==> config.mk <==
export PLATFORM = sky130hd
export DESIGN_NAME = env_detect
export DESIGN_NICKNAME = d
export VERILOG_FILES = /design/src/rtl/env_pkg.sv /design/src/rtl/env_boxcar.sv /design/src/rtl/env_detect.sv
export SDC_FILE = /design/constraint.sdc
export NUM_CORES = 2
export LEC_CHECK = 0
export ABC_AREA = 1
export CELL_PAD_IN_SITES_DETAIL_PLACEMENT = 1
export CELL_PAD_IN_SITES_GLOBAL_PLACEMENT = 2
export CORE_ASPECT_RATIO = 1.75
export CORE_UTILIZATION = 25
export CTS_BUF_LIST = sky130_fd_sc_hd__clkbuf_2
export DETAILED_ROUTE_END_ITERATION = 10
export PLACE_DENSITY = 0.65
export REMOVE_ABC_BUFFERS = 1
export SLEW_MARGIN = 10
export SYNTH_ARGS = -nofsm -noshare
export SYNTH_HDL_FRONTEND = slang
export SYNTH_SLANG_ARGS = --single-unit
==> constraint.sdc <==
create_clock -name clk -period 19.7 [get_ports clk]
set_input_delay 3.94 -clock clk [delete_from_list [all_inputs] [get_ports clk]]
set_output_delay 3.94 -clock clk [all_outputs]
set_load 0.05 [all_outputs]
==> src/rtl/env_pkg.sv <==
// Shared constants for the envelope detector: default widths, boxcar depth and pipeline latencies.
package env_pkg;
  localparam int ENV_IN_WIDTH   = 24;
  localparam int ENV_DATA_WIDTH = 48;
  localparam int ENV_AVG_LOG2   = 2;
  localparam int ENV_LAT_RAW    = 3;
  localparam int ENV_LAT_SMOOTH = 4;
endpackage

==> src/rtl/env_boxcar.sv <==
// Per-scan-line boxcar average of the power stream: circular history, write pointer and running sum.
// A valid sample flagged as line start restarts the history with that sample alone.
module env_boxcar import env_pkg::*; #(
  parameter int DATA_WIDTH = ENV_DATA_WIDTH,
  parameter int AVG_LOG2   = ENV_AVG_LOG2
) (
  input  logic                  clk,
  input  logic                  reset,
  input  logic                  i_valid,
  input  logic                  i_line_start,
  input  logic [DATA_WIDTH-1:0] i_power,
  output logic                  o_valid,
  output logic [DATA_WIDTH-1:0] o_avg
);
  localparam int DEPTH = 1 << AVG_LOG2;
  localparam int SUM_W = DATA_WIDTH + AVG_LOG2;

  logic [DATA_WIDTH-1:0] r_buf [DEPTH];
  logic [AVG_LOG2-1:0]   r_wptr;
  logic [SUM_W-1:0]      r_sum;
  logic                  r_valid;
  logic [DATA_WIDTH-1:0] r_avg;

  logic [SUM_W-1:0]      w_sum_base;
  logic [SUM_W-1:0]      w_old_ext;
  logic [SUM_W-1:0]      w_p_ext;
  logic [SUM_W-1:0]      w_sum_next;

  // On a line start the old history counts as zero, so the new sum is just this sample.
  always_comb begin
    w_sum_base = '0;
    w_old_ext  = '0;
    w_p_ext    = {{AVG_LOG2{1'b0}}, i_power};
    if (!i_line_start) begin
      w_sum_base = r_sum;
      w_old_ext  = {{AVG_LOG2{1'b0}}, r_buf[r_wptr]};
    end
    w_sum_next = w_sum_base + w_p_ext - w_old_ext;
  end

  always_ff @(posedge clk) begin
    if (reset) begin
      for (int k = 0; k < DEPTH; k++) r_buf[k] <= '0;
      r_wptr  <= '0;
      r_sum   <= '0;
      r_valid <= 1'b0;
      r_avg   <= '0;
    end else begin
      r_valid <= i_valid;
      if (i_valid) begin
        r_sum <= w_sum_next;
        r_avg <= w_sum_next[SUM_W-1:AVG_LOG2];
        if (i_line_start) begin
          for (int k = 0; k < DEPTH; k++) r_buf[k] <= '0;
          r_buf[0] <= i_power;
          r_wptr   <= AVG_LOG2'(1);
        end else begin
          r_buf[r_wptr] <= i_power;
          r_wptr        <= r_wptr + AVG_LOG2'(1);
        end
      end
    end
  end

  assign o_valid = r_valid;
  assign o_avg   = r_avg;
endmodule

==> src/rtl/env_detect.sv <==
// Streaming envelope detector: registers I/Q, squares, sums to 48-bit power, optionally boxcar-smooths.
// Build option ENV_SMOOTH_EN adds the env_boxcar stage (latency 4); otherwise raw power (latency 3).
module env_detect import env_pkg::*; #(
  parameter int IN_WIDTH   = ENV_IN_WIDTH,
  parameter int DATA_WIDTH = ENV_DATA_WIDTH,
  parameter int AVG_LOG2   = ENV_AVG_LOG2
) (
  input  logic                       clk,
  input  logic                       reset,
  input  logic                       in_valid,
  input  logic                       line_start,
  input  logic signed [IN_WIDTH-1:0] i_in,
  input  logic signed [IN_WIDTH-1:0] q_in,
  output logic                       out_valid,
  output logic [DATA_WIDTH-1:0]      env_out
);
  logic signed [IN_WIDTH-1:0]   r_i1, r_q1;
  logic                         r_v1, r_ls1;
  logic [DATA_WIDTH-1:0]        r_ii2, r_qq2;
  logic                         r_v2, r_ls2;
  logic [DATA_WIDTH-1:0]        r_p3;
  logic                         r_v3, r_ls3;
  logic                         r_out_valid;
  logic [DATA_WIDTH-1:0]        r_env;

  logic signed [DATA_WIDTH-1:0] w_i_ext, w_q_ext;
  logic signed [DATA_WIDTH-1:0] w_ii, w_qq;
  logic                         w_fin_valid;
  logic [DATA_WIDTH-1:0]        w_fin_data;

  // Squares of a two's complement value are non-negative and fit in 2*IN_WIDTH bits.
  assign w_i_ext = {{(DATA_WIDTH-IN_WIDTH){r_i1[IN_WIDTH-1]}}, r_i1};
  assign w_q_ext = {{(DATA_WIDTH-IN_WIDTH){r_q1[IN_WIDTH-1]}}, r_q1};
  assign w_ii    = w_i_ext * w_i_ext;
  assign w_qq    = w_q_ext * w_q_ext;

  always_ff @(posedge clk) begin
    if (reset) begin
      r_i1  <= '0;
      r_q1  <= '0;
      r_v1  <= 1'b0;
      r_ls1 <= 1'b0;
      r_ii2 <= '0;
      r_qq2 <= '0;
      r_v2  <= 1'b0;
      r_ls2 <= 1'b0;
      r_p3  <= '0;
      r_v3  <= 1'b0;
      r_ls3 <= 1'b0;
    end else begin
      r_v1  <= in_valid;
      r_ls1 <= in_valid & line_start;
      if (in_valid) begin
        r_i1 <= i_in;
        r_q1 <= q_in;
      end
      r_v2  <= r_v1;
      r_ls2 <= r_ls1;
      if (r_v1) begin
        r_ii2 <= w_ii;
        r_qq2 <= w_qq;
      end
      r_v3  <= r_v2;
      r_ls3 <= r_ls2;
      // Peak is 2^47 when both inputs are the most negative value, so no carry is lost.
      if (r_v2) r_p3 <= r_ii2 + r_qq2;
    end
  end

`ifdef ENV_SMOOTH_EN
  env_boxcar #(
    .DATA_WIDTH (DATA_WIDTH),
    .AVG_LOG2   (AVG_LOG2)
  ) u_boxcar (
    .clk          (clk),
    .reset        (reset),
    .i_valid      (r_v3),
    .i_line_start (r_ls3),
    .i_power      (r_p3),
    .o_valid      (w_fin_valid),
    .o_avg        (w_fin_data)
  );
`else
  logic w_unused_raw;
  assign w_fin_valid  = r_v3;
  assign w_fin_data   = r_p3;
  assign w_unused_raw = ^{r_ls3, (AVG_LOG2 != 0)};
`endif

  // Output register holds the last result through bubbles.
  always_ff @(posedge clk) begin
    if (reset) begin
      r_out_valid <= 1'b0;
      r_env       <= '0;
    end else begin
      r_out_valid <= w_fin_valid;
      if (w_fin_valid) r_env <= w_fin_data;
    end
  end

  assign out_valid = r_out_valid;
  assign env_out   = r_env;
endmodule

# ---- Word level (Yosys, flattened, before mapping)
# Index checks and enable logic that the tools add are counted.
dict set report totals {
  register_bits 244
  latch_bits 0
  mem_bits_rw 0
  romBits 0
  inputBits 52
  out_inout_bits 49
  word_cells 13
  n_memories 0
}
dict set report classes {
  add_sub_neg 1
  mul 2
  div 0
  order_cmp 0
  eq_ne 0
  shifts 0
  n_mux 0
  n_bitwise 0
  n_reduce_logical 0
}
# operator count
set op_table {}
lappend op_table {{24-bit by 24-bit multiplier with 48-bit output} 2}
lappend op_table {{48-bit adder} 1}

# ---- Logic depth before layout (Yosys ltp)
dict set report logic_depth {
  depth_word 1
  mapped_depth 32
  ltp_nobuf 30
}

# ---- Least setup slack after synthesis
# OpenSTA, ideal clock, no wires.
dict set report synth_timing {
  path_kind {reg2reg}
  from {register r_q1[23]}
  to {register r_qq2[47]}
  setup_time_ns 0.128
  t_arrival_ns 6.411
  required_ns 19.572
  path_slack_ns 13.161
  stages_incl_launch_ff 28
  n_path_buf 2
  period_less_slack_ns 6.539
  cell_sequence {dfxtp_1 clkbuf_1 buf_1 nand2_1 inv_1 fa_1 fa_1 inv_1 fa_1 inv_1 fa_1 fa_1 inv_1 fa_1 inv_1 fa_1 ha_1 nand2_1 inv_1 nand3_1 nor2_1 nand2_1 nor2_1 nand2_1 nand3_1 nand2_1 nand2_1 a21oi_1}
}
dict set report synth_between {
  elab_chain_cells 1
}
# item line_no
set synth_rtl {}
lappend synth_rtl {{start: declaration} env_detect.sv:17} ;# logic signed [IN_WIDTH-1:0] r_i1, r_q1;
lappend synth_rtl {{start signal: assignment} env_detect.sv:55} ;# r_q1 <= q_in;
lappend synth_rtl {{24-bit by 24-bit multiplier with 48-bit output} env_detect.sv:35} ;# assign w_qq = w_q_ext * w_q_ext;
lappend synth_rtl {{end signal: assignment} env_detect.sv:61} ;# r_qq2 <= w_qq;
lappend synth_rtl {{end: declaration} env_detect.sv:19} ;# logic [DATA_WIDTH-1:0] r_ii2, r_qq2;
# No other way between the ends.
# A chain may end at the register's enable or synchronous reset.

# ---- Worst setup path in the final report
dict set report layout_timing {
  from {register r_i1[1]}
  to {register r_ii2[37]}
}
dict set report layout_between {
  elab_chain_cells 1
}
# item line_no
set layout_rtl {}
lappend layout_rtl {{start: declaration} env_detect.sv:17}
lappend layout_rtl {{start signal: assignment} env_detect.sv:54} ;# r_i1 <= i_in;
lappend layout_rtl {{24-bit by 24-bit multiplier with 48-bit output} env_detect.sv:34} ;# assign w_ii = w_i_ext * w_i_ext;
lappend layout_rtl {{end signal: assignment} env_detect.sv:60} ;# r_ii2 <= w_ii;
lappend layout_rtl {{end: declaration} env_detect.sv:19}
# No other way between the ends.

==> flow_summary_export.csv <==
group,metric,value,unit
grt,grt_pass1_wl,291000,um
cells_and_area,nets,8656,
synthesis,netlist_instances,7136,
pwr,power_density,120,nW/um^2
timing,fin_ws,11650,ps
timing,maxSlewViolCount,0,
synthesis,yosysTopAreaCell,"fa_1",
critical_path,regToRegEndpoint,"r_ii2[37]",
placement,dpl.hpwl,161000,um
synthesis,synth_top_cell_area_share,41.5,%
critical_path,worstPathRequired,20790,ps
drt,wl_per_cell,18.5,um
pwr,p_leak,0.0336,uW
timing,worst_slew_pin_slew,1100,ps
timing,fin_tns_setup,0,ps
synthesis,synth.area.top_cells,"fa_1, inv_1, nand2_1",
cts,clock_sinks,242,
cells_and_area,drive_above_1_share,3.58,%
drt,remaining_drc_errors,0,
synthesis,synth_flop_cell,"dfxtp_1",
timing,relSlewSlack,26.2,%
placement,io_buffers,99,
placement,pre_cts_ws,11690,ps
drt,finalWirelength,185000,um
cts,root_buffer,"clkbuf_2",
drt,ant_nets,0,
critical_path,rr_startpoint,"r_i1[1]",
critical_path,ff2ff_setup_slack,11650,ps
die,initial_utilization,25.2,%
cts,cts-buffers-inserted,73,
synthesis,syn_area_per_cell,7.50,um^2
die,die_height,614,um
die,pin_count,101,
cts,cts-htree-levels,3,
timing,hold_violations,0,
critical_path,critPathMaxFanout,26,
die,core,213000,um^2
drt,vias,43009,
cts,cts_tree,"built",
critical_path,critical_path_arrival,9140,ps
critical_path,r2r_cells,22,
grt,grt_remaining_overflow,0,
synthesis,ys_ff_latch,242,
timing,post-route-min-period,8050,ps
synthesis,synth_cell_types,46,
cts,postCtsSetupRepairBufs,0,
cts,clkLatencyLatePin,1390,ps
critical_path,crit_path_end,"r_ii2[37]",
synthesis,netlist_area,53500,um^2
timing,rsz0062_at_grt,"false",
synthesis,synth-seq-area-share,9.05,%
timing,fmax,124,MHz
cts,cts.reportedPaths.clkPinSlew,120,ps
timing,fin_crit_sh,40.9,%
die,die_area,216000,um^2
critical_path,startpoint_type,"flop",
timing,setup_viol,0,
critical_path,endpoint_kind,"flop",
cells_and_area,fill_cells,26030,
worst_hold_path,hold_class,"reg2reg",
critical_path,critPathKind,"reg2reg",
drt,routed_via_density,4.28,
flow_run,cap_violations,0,
synthesis,synth_edf_count,0,
die,rows,224,
status,run_status,"finished clean",
critical_path,crit_path_start,"r_i1[1]",
timing,finClkSkew,221,ps
pwr,ir_drop,0.0000879,V
grt,grt_start_max_net_pins,75,
cts,ctsResizeCount,0,
drt,drtIter0Drc,1145,
grt,grt_usage,17.9,%
placement,place_congestion,0.899,
grt,antenna_found_initial,8,
die,die_x,352,um
synthesis,ys_warn_count,0,
synthesis,async_reset_ff_share,0,%
cts,max-clock-path-buffers,3,
grt,grt_pass1_vias,50677,
cells_and_area,area_delta_synth_final,8.99,%
cts,hold_buffers,0,
drt,dr.pass1.iters,5,
power by group:
part / leakage [uW] / internal [uW] / switching, uW
Combinational: 0.0312 / 1970 / 3950
Clock: 0.000494 / 153 / 287
Sequential: 0.00199 / 556 / 75.2
Total: 0.0336 / 2680 / 4320
cell usage after synthesis (4+ instances only):
library cell  count
buf_2             8
xnor2_1          28
nand2_2          24
ha_1            334
nand2_1        1628
nand3_2           4
nand3b_1          4
a21o_1            6
nor3_1           15
nand3_1         195
a31o_2            8
or2_2             6
o211ai_1          4
a21oi_1         159
buf_1            10
o21bai_1         22
nor2_2           19
fa_1           1111
o21ai_1           5
nor3_2            7
dfxtp_1         242
nor2_1          644
clkbuf_1        186
nand4_1          52
xor2_1           54
o21ai_0         199
inv_1          2125
or2_1             4
through the flow:
stage / cell area, um^2 / cells / hold slack, ps / total power [uW] / utilization [%]
detailed placement: 57700 / 9909 / 463 / 6740 / 27.1
global placement: 57700 / 9909 / 463 / 6680 / 27.1
floorplan: 52700 / 6928 / 439 / 4590 / -
global route: 58300 / 10037 / 404 / 7920 / 27.4
finish: 58400 / 10042 / 437 / 7000 / 27.4
CTS: 58300 / 10036 / 377 / 7250 / 27.4
per-layer routing:
metal / vias up / share of wire [%] / track usage [%]
met3: 306 / 1.5 / 1.19
met2: 439 / 61 / 38.2
met5: - / 0.024 / 0
met4: 8 / 4.7 / 7.46
li1: 20379 / - / -
met1: 21877 / 33 / 16.5
logic make-up (layout without fill, tap and decap cells):
logic type      after synthesis  in the layout  synth area share, %
xor+xnor                     82             82                 1.34
fa+ha+maj                  1445           1445                 49.4
compound gates              415            415                 4.16
simple gates               2616           2616                 19.7
flops                       242            242                 9.05
buf+inv                    2336           2411                 16.5
other cells                   0              6                    0
critical path, stage by stage (launching register included):
cell,delay [ps]
dfxtp_1,330
buf_4,350
nand2_1,180
inv_1,110
fa_1,580
fa_1,760
inv_1,240
fa_1,890
inv_1,280
fa_1,520
fa_1,580
fa_1,430
fa_1,450
ha_1,460
nand2_1,140
nor2_1,240
nand2_1,170
nor3_1,420
nand3_1,180
nand4_1,140
nand3_1,160
nand2_1,110
inv_1,40
flip-flops by register name (all words and copies together), names as in the netlist:
| register | count |
|---|---|
| env_out | 48 |
| r_q1 | 24 |
| out_valid | 1 |
| r_v2 | 1 |
| r_v3 | 1 |
| r_v1 | 1 |
| r_i1 | 24 |
| r_ii2 | 47 |
| r_qq2 | 47 |
| r_p3 | 48 |
cell type report:
type	count	area, um^2	share of cell area (%)
clock inverter	28	158	0.270
sequential	242	4850	8.32
timing repair buffer	156	1420	2.43
antenna	6	15.0	0.0257
clock buffer	99	495	0.849
tap	2825	3530	6.06
multi-input combinational	4558	39900	68.4
inverter	2128	8000	13.7
worst min-delay path by stage:
stage          startpoint          to  slack [ps]  cells past startpoint
3_5_place_dp     r_qq2[0]    r_qq2[0]         460                      2
4_1_cts           r_p3[3]  env_out[3]         380                      2
2_1_floorplan    r_qq2[0]    r_qq2[0]         440                      2
6_report          r_p3[3]  env_out[3]         440                      2
3_3_place_gp     r_qq2[0]    r_qq2[0]         460                      2
5_1_grt           r_p3[3]  env_out[3]         400                      2
placed cells by master, fill, tap and decap left out, drive strengths merged:
| master | instances |
|---|---|
| fa | 1111 |
| nor3 | 23 |
| nand2 | 1655 |
| nand3 | 201 |
| a21oi | 162 |
| clkbuf | 99 |
| and3 | 1 |
| a31oi | 2 |
| buf | 58 |
| a211oi | 1 |
| and2 | 2 |
| nand4 | 52 |
| or2 | 13 |
| clkinv | 26 |
| o21bai | 22 |
| diode | 6 |
| bufinv | 1 |
| clkdlybuf4s50 | 98 |
| clkinvlp | 1 |
| o211ai | 4 |
| nand3b | 4 |
| xor2 | 54 |
| o221ai | 1 |
| xnor2 | 28 |
| ha | 334 |
| nor2 | 665 |
| o31ai | 1 |
| a21o | 6 |
| o21ai | 206 |
| a31o | 10 |
| dfxtp | 242 |
| inv | 2128 |
No activity file was read; power rests on OpenSTA's default activity.
